<file path="src/rtl/fc_acc_sequencer_if.sv">
// ---------------------------------------------------------------------------
// fc_acc_sequencer_if
// Handshake and buffer/bank control bundle between the FC accumulator-bank
// sequencer and its surroundings (layer controller, operand buffers, bank).
//
//   start        layer controller -> sequencer : begin a pass
//   abort        layer controller -> sequencer : cancel the current pass
//   src_valid    operand buffers  -> sequencer : operand pair available
//   out_ack      layer controller -> sequencer : results consumed
//   rd_en        sequencer -> buffers : fetch operand pair at rd_addr
//   rd_addr      sequencer -> buffers : current operand index
//   bias_sel     sequencer -> bank    : load bias into all accumulators
//   enable_write sequencer -> bank    : accumulate bank inputs
//   busy         sequencer -> ctrl    : a pass is in progress
//   out_valid    sequencer -> ctrl    : accumulator outputs are final
//
// Modport master is the sequencer side; slave is the environment side.
// ---------------------------------------------------------------------------
interface fc_acc_sequencer_if #(
  parameter int ADDR_WIDTH = 7
);
  logic                  start;
  logic                  abort;
  logic                  src_valid;
  logic                  out_ack;
  logic                  rd_en;
  logic [ADDR_WIDTH-1:0] rd_addr;
  logic                  bias_sel;
  logic                  enable_write;
  logic                  busy;
  logic                  out_valid;

  modport master (
    input  start, abort, src_valid, out_ack,
    output rd_en, rd_addr, bias_sel, enable_write, busy, out_valid
  );

  modport slave (
    output start, abort, src_valid, out_ack,
    input  rd_en, rd_addr, bias_sel, enable_write, busy, out_valid
  );
endinterface

</file>
<file path="src/rtl/fc_acc_sequencer.sv">
// ---------------------------------------------------------------------------
// fc_acc_sequencer
// Sequences one output-neuron pass of the 10-lane FC register-accumulator
// bank: a single bias-load cycle, N_INPUTS operand fetches (stallable by
// src_valid), a write-enable stream delayed by MAC_LATENCY to line up with
// the MAC products, and a result handshake with the layer controller.
//
// Ports
//   clk    : rising-edge clock
//   reset  : asynchronous active-low reset
//   bus    : fc_acc_sequencer_if.master (start/abort/src_valid/out_ack in;
//            rd_en/rd_addr/bias_sel/enable_write/busy/out_valid out)
//
// Parameters
//   N_INPUTS    : operand pairs per pass (>= 2)
//   ADDR_WIDTH  : width of rd_addr, 2**ADDR_WIDTH >= N_INPUTS
//   MAC_LATENCY : cycles from rd_en to product at the accumulators (>= 1)
// ---------------------------------------------------------------------------
module fc_acc_sequencer #(
  parameter int N_INPUTS    = 84,
  parameter int ADDR_WIDTH  = 7,
  parameter int MAC_LATENCY = 2
) (
  input  logic                 clk,
  input  logic                 reset,
  fc_acc_sequencer_if.master   bus
);

  typedef enum logic [2:0] {
    IDLE  = 3'd0,
    BIAS  = 3'd1,
    RUN   = 3'd2,
    DRAIN = 3'd3,
    DONE  = 3'd4
  } state_t;

  localparam logic [ADDR_WIDTH-1:0] LAST_ADDR = ADDR_WIDTH'(N_INPUTS - 1);
  localparam logic [ADDR_WIDTH-1:0] ADDR_ONE  = ADDR_WIDTH'(1);

  state_t                 r_state;
  logic [ADDR_WIDTH-1:0]  r_rd_addr;
  logic [MAC_LATENCY-1:0] r_pipe;
  logic                   r_bias_sel;
  logic                   r_out_valid;
  logic                   r_busy;

  logic                   w_rd_en;
  logic                   w_last;

  // Fetch is combinational so a stalled source never costs a cycle.
  assign w_rd_en = (r_state == RUN) && bus.src_valid;
  assign w_last  = (r_rd_addr == LAST_ADDR);

  always_ff @(posedge clk or negedge reset) begin
    if (!reset) begin
      r_state     <= IDLE;
      r_rd_addr   <= '0;
      r_pipe      <= '0;
      r_bias_sel  <= 1'b0;
      r_out_valid <= 1'b0;
      r_busy      <= 1'b0;
    end else begin
      // Valid pipe: one bit per MAC stage, bubbles preserved.
      r_pipe[0] <= w_rd_en;
      for (int i = 1; i < MAC_LATENCY; i++) begin
        r_pipe[i] <= r_pipe[i-1];
      end

      // bias_sel is a one-cycle pulse raised only on IDLE->BIAS.
      r_bias_sel <= 1'b0;

      if (bus.abort && (r_state != IDLE)) begin
        // Abort overrides everything, including the pipe shift above.
        r_state     <= IDLE;
        r_pipe      <= '0;
        r_rd_addr   <= '0;
        r_out_valid <= 1'b0;
        r_busy      <= 1'b0;
      end else begin
        unique case (r_state)
          IDLE: begin
            // abort in IDLE also blocks a simultaneous start.
            if (bus.start && !bus.abort) begin
              r_state    <= BIAS;
              r_bias_sel <= 1'b1;
              r_rd_addr  <= '0;
              r_busy     <= 1'b1;
            end
          end
          BIAS: begin
            r_state <= RUN;
          end
          RUN: begin
            if (w_rd_en) begin
              if (w_last) begin
                r_rd_addr <= '0;
                r_state   <= DRAIN;
              end else begin
                r_rd_addr <= r_rd_addr + ADDR_ONE;
              end
            end
          end
          DRAIN: begin
            // All products have been written once the pipe is empty.
            if (r_pipe == '0) begin
              r_state     <= DONE;
              r_out_valid <= 1'b1;
            end
          end
          DONE: begin
            if (bus.out_ack) begin
              r_state     <= IDLE;
              r_out_valid <= 1'b0;
              r_busy      <= 1'b0;
            end
          end
          default: begin
            r_state     <= IDLE;
            r_out_valid <= 1'b0;
            r_busy      <= 1'b0;
          end
        endcase
      end
    end
  end

  assign bus.rd_en        = w_rd_en;
  assign bus.rd_addr      = r_rd_addr;
  assign bus.bias_sel     = r_bias_sel;
  assign bus.enable_write = r_pipe[MAC_LATENCY-1];
  assign bus.busy         = r_busy;
  assign bus.out_valid    = r_out_valid;

endmodule

</file>
<file path="src/flat_wrapper.sv">
// flat-port wrapper written by rule: the top's interface ports become plain ports
module fc_acc_sequencer_flat 
#(
  parameter int N_INPUTS    = 84,
  parameter int ADDR_WIDTH  = 7,
  parameter int MAC_LATENCY = 2
)
  (clk, reset, bus_start, bus_abort, bus_src_valid, bus_out_ack, bus_rd_en, bus_rd_addr, bus_bias_sel, bus_enable_write, bus_busy, bus_out_valid);
  fc_acc_sequencer_if #(.ADDR_WIDTH(ADDR_WIDTH)) bus_i ();
  input  logic clk;
  input  logic reset;
  input wire logic [$bits(bus_i.start)-1:0] bus_start;
  input wire logic [$bits(bus_i.abort)-1:0] bus_abort;
  input wire logic [$bits(bus_i.src_valid)-1:0] bus_src_valid;
  input wire logic [$bits(bus_i.out_ack)-1:0] bus_out_ack;
  output wire logic [$bits(bus_i.rd_en)-1:0] bus_rd_en;
  output wire logic [$bits(bus_i.rd_addr)-1:0] bus_rd_addr;
  output wire logic [$bits(bus_i.bias_sel)-1:0] bus_bias_sel;
  output wire logic [$bits(bus_i.enable_write)-1:0] bus_enable_write;
  output wire logic [$bits(bus_i.busy)-1:0] bus_busy;
  output wire logic [$bits(bus_i.out_valid)-1:0] bus_out_valid;
  assign bus_i.start = bus_start;
  assign bus_i.abort = bus_abort;
  assign bus_i.src_valid = bus_src_valid;
  assign bus_i.out_ack = bus_out_ack;
  assign bus_rd_en = bus_i.rd_en;
  assign bus_rd_addr = bus_i.rd_addr;
  assign bus_bias_sel = bus_i.bias_sel;
  assign bus_enable_write = bus_i.enable_write;
  assign bus_busy = bus_i.busy;
  assign bus_out_valid = bus_i.out_valid;
  fc_acc_sequencer #(.N_INPUTS(N_INPUTS), .ADDR_WIDTH(ADDR_WIDTH), .MAC_LATENCY(MAC_LATENCY)) u_core (.clk(clk), .reset(reset), .bus(bus_i));
endmodule
</file>
<file path="config.mk">
export PLATFORM = sky130hd
export DESIGN_NAME = fc_acc_sequencer_flat
export DESIGN_NICKNAME = d
export VERILOG_FILES = /design/src/rtl/fc_acc_sequencer_if.sv /design/src/rtl/fc_acc_sequencer.sv /design/src/flat_wrapper.sv
export SDC_FILE = /design/constraint.sdc
export NUM_CORES = 1
export LEC_CHECK = 0
export ABC_AREA = 1
export BUFFER_PORTS_ARGS = -buffer_cell sky130_fd_sc_hd__buf_2
export CAP_MARGIN = 20
export CORE_MARGIN = 2
export CORE_UTILIZATION = 57
export DETAILED_ROUTE_END_ITERATION = 6
export PLACE_DENSITY = 0.82
export SKIP_CTS_REPAIR_TIMING = 1
export SLEW_MARGIN = 20
export SYNTH_ARGS = -nofsm -noshare
export SYNTH_HDL_FRONTEND = slang
export SYNTH_SLANG_ARGS = --single-unit
export TNS_END_PERCENT = 30
</file>
<file path="constraint.sdc">
create_clock -name clk -period 2.3 [get_ports clk]
set_input_delay 0.46 -clock clk [delete_from_list [all_inputs] [get_ports clk]]
set_output_delay 0.46 -clock clk [all_outputs]
set_load 0.05 [all_outputs]
</file>
==> out/summary.txt <==
met3 Usage GRT: 3.67%
Max-Slew Margin vs Limit: 77.7%
filler instances: 128
H-tree Lvls: 1
ANT nets after route: 0
minimum clock period: 1.88 ns
Die Y: 44.2 um
Final Hold Vio Count: 0
clock sink total: 15
DR iter-0 viols: 24
syn_area_per_cell: 7.60 um^2
Yosys top cell area share: 40.8%
starting density of the core: 61.0%
combinational power share: 48.9%
Yosys warning total: 0
register area share after synthesis: 40.8%
antenna violations before repair: 0
routability cong.: 0.856
final core utilization: 69.0%
CP Launch Type: flip-flop
final setup margin: 0.421 ns
Fin Setup TNS: 0 ns
CTS tree: built
area grow syn2layout: 13.1%
DIE WIDTH: 44.2 um
GRT busiest layer: met2
syn nets: 128
vias in the first global route: 715
total track usage: 20.8%
# port buffers: 17
Max Clock Skew: 0.00238 ns
Final period util: 81.7%
pwr dens: 946 mW/mm^2
clk buf depth: 2
f_max: 532 MHz
Crit Path Class: reg -> out
P_int: 0.000506 W
unrepaired setup endpoints after global routing: false
ratio of cells with drive above 1 in the final layout: 23.4%
clock root buffer: clkbuf_4
area leader, netlist: dfrtp_1
DR vias/cell: 5.25
worst-path fanout max: 7
max cap viols: 0
top cells by area, synth: dfrtp_1 41%, nand2_1 14%, nor2_1 6.5%, nor2_4 6.1%, nand3_1 5.4%
# nets final: 149
Die ar.: 0.00195 mm^2
final setup violation count: 0
Worst Tran Pin Value: 0.335 ns
TritonRoute pass-1 iters: 4
Yosys reg bits: 15
ant diodes: 0
CTS Buf Count: 3
met2 Resource Use GR: 33.2%
Max Slew Vio Count: 0
row cnt: 14
met1 usage: 26.4%
cell area after synthesis: 920 um^2
residual DRC count: 0
Clock transition at path regs: 0.09 ns
Synth Instances: 121
via count: 825
HP Class: in -> async
placed cell area: 0.00101 mm^2
Yosys cell types: 20
post-route cell area: 0.00104 mm^2
worst vdd ir: 0.000645 V
DP HPWL: 1390 um
Crit. End Element: output pin
Critical Path RT: 1.84 ns
worst skew pair latency: 0.28 ns
Lkg Pwr: 0.572 nW
CP arrival: 1.42 ns
Sw Ratio: 48.6%
status: finished clean
core area: 0.00151 mm^2
Setup WS pre-CTS: 0.736 ns
Post-Route WL: 1850 um
first-pass GRT wire length: 2880 um
Sw Pwr: 0.000478 W
WL/cell: 11.8 um
largest net degree at the start of global routing: 16
Sequential Power Share: 35.7%
# IOs: 18
gr ovfl total: 0
Clk pwr share: 15.5%
[final cells by class]
| type | instances | area [um^2] | share of cell area [%] |
|---|---|---|---|
| multi-input combinational | 92 | 484 | 46.6 |
| sequential | 15 | 375 | 36.1 |
| timing repair buffer | 17 | 85.1 | 8.18 |
| inverter | 13 | 48.8 | 4.69 |
| clock buffer | 4 | 26.3 | 2.53 |
| tap | 16 | 20.0 | 1.93 |
[Yosys cell counts (all sizes together)]
cell and n:
a21oi 1, buf 1, dfrtp 15, ha 1, inv 13, nand2 38, nand3 12, nand3b 2
nand4 2, nor2 22, nor3 3, o21ai 8, xnor2 2, xor2 1
[worst max-delay path: stages, from the launching register on]
cell     delay [ns]
dfrtp_1        0.44
nor2_4         0.25
nand2_4        0.10
nor2_1         0.09
buf_2          0.26
[sequential cells by signal (all words and copies together) (netlist names)]
name and cells:
u_core.bus.busy 1, u_core.r_pipe 2, u_core.bus.rd_addr 7, u_core.bus.out_valid 1
u_core.bus.bias_sel 1, u_core.r_state 3
[placed cells by master (no fill, tap or decap), types with 5 or more instances in the layout]
cell type,n
buf_2,17
dfrtp_1,15
inv_1,11
nand2_1,35
nand3_1,10
nor2_1,16
nor2_4,5
o21ai_0,7
[logic make-up (layout without fill, tap and decap cells)]
family / count (synthesis) / after routing / synth area share [%]
AOI/OAI and AO/OA: 9 / 9 / 4.90
xor gates and xnor gates: 3 / 3 / 2.86
adders and majority gates: 1 / 1 / 1.36
buffers and inverters: 14 / 34 / 6.53
DFF: 15 / 15 / 40.8
and+or+nand+nor: 79 / 79 / 43.5
[metal layers]
metal / wire [um] / vias to the layer above
li1: - / 422
met4: 33 / 0
met2: 845 / 30
met5: 0 / -
met1: 847 / 368
met3: 119 / 5
[path summary, 6_finish.rpt]
path / startpoint / endpoint / depth (start not counted) / slack (ns)
worst max register to register: u_core.bus.rd_addr[0]$_DFFE_PN0P_ / u_core.r_state[1]$_DFFE_PN0P_ / 7 / 0.91
worst max-delay path: u_core.r_state[0]$_DFFE_PN0P_ / bus_rd_en / 4 / 0.42
worst min-delay path: reset / u_core.r_pipe[1]$_DFF_PN0_ / 1 / 0.06
worst min register to register: u_core.bus.busy$_DFFE_PN0P_ / u_core.bus.busy$_DFFE_PN0P_ / 2 / 0.48
min in group clk: bus_src_valid / u_core.r_pipe[0]$_DFF_PN0_ / 3 / 0.45
max in group asynchronous: reset / u_core.bus.out_valid$_DFFE_PN0P_ / 1 / 1.99
[through the flow]
stage                     hold slack, ns  instances  power (W)
after floorplan                    0.164        121   0.000739
after global placement             0.380        153   0.000821
after detailed placement           0.381        153   0.000836
after CTS                         0.0706        157   0.000989
after global routing              0.0807        157    0.00105
final                             0.0606        157   0.000984
[power groups by stage]
stage          registers, W  logic, W  clock network (W)
2_1_floorplan      0.000445  0.000294                  0
3_3_place_gp       0.000354  0.000467                  0
3_5_place_dp       0.000356  0.000480                  0
4_1_cts            0.000351  0.000483           0.000156
5_1_grt            0.000357  0.000530           0.000165
6_report           0.000351  0.000481           0.000152
No activity file was read; power rests on OpenSTA's default activity.
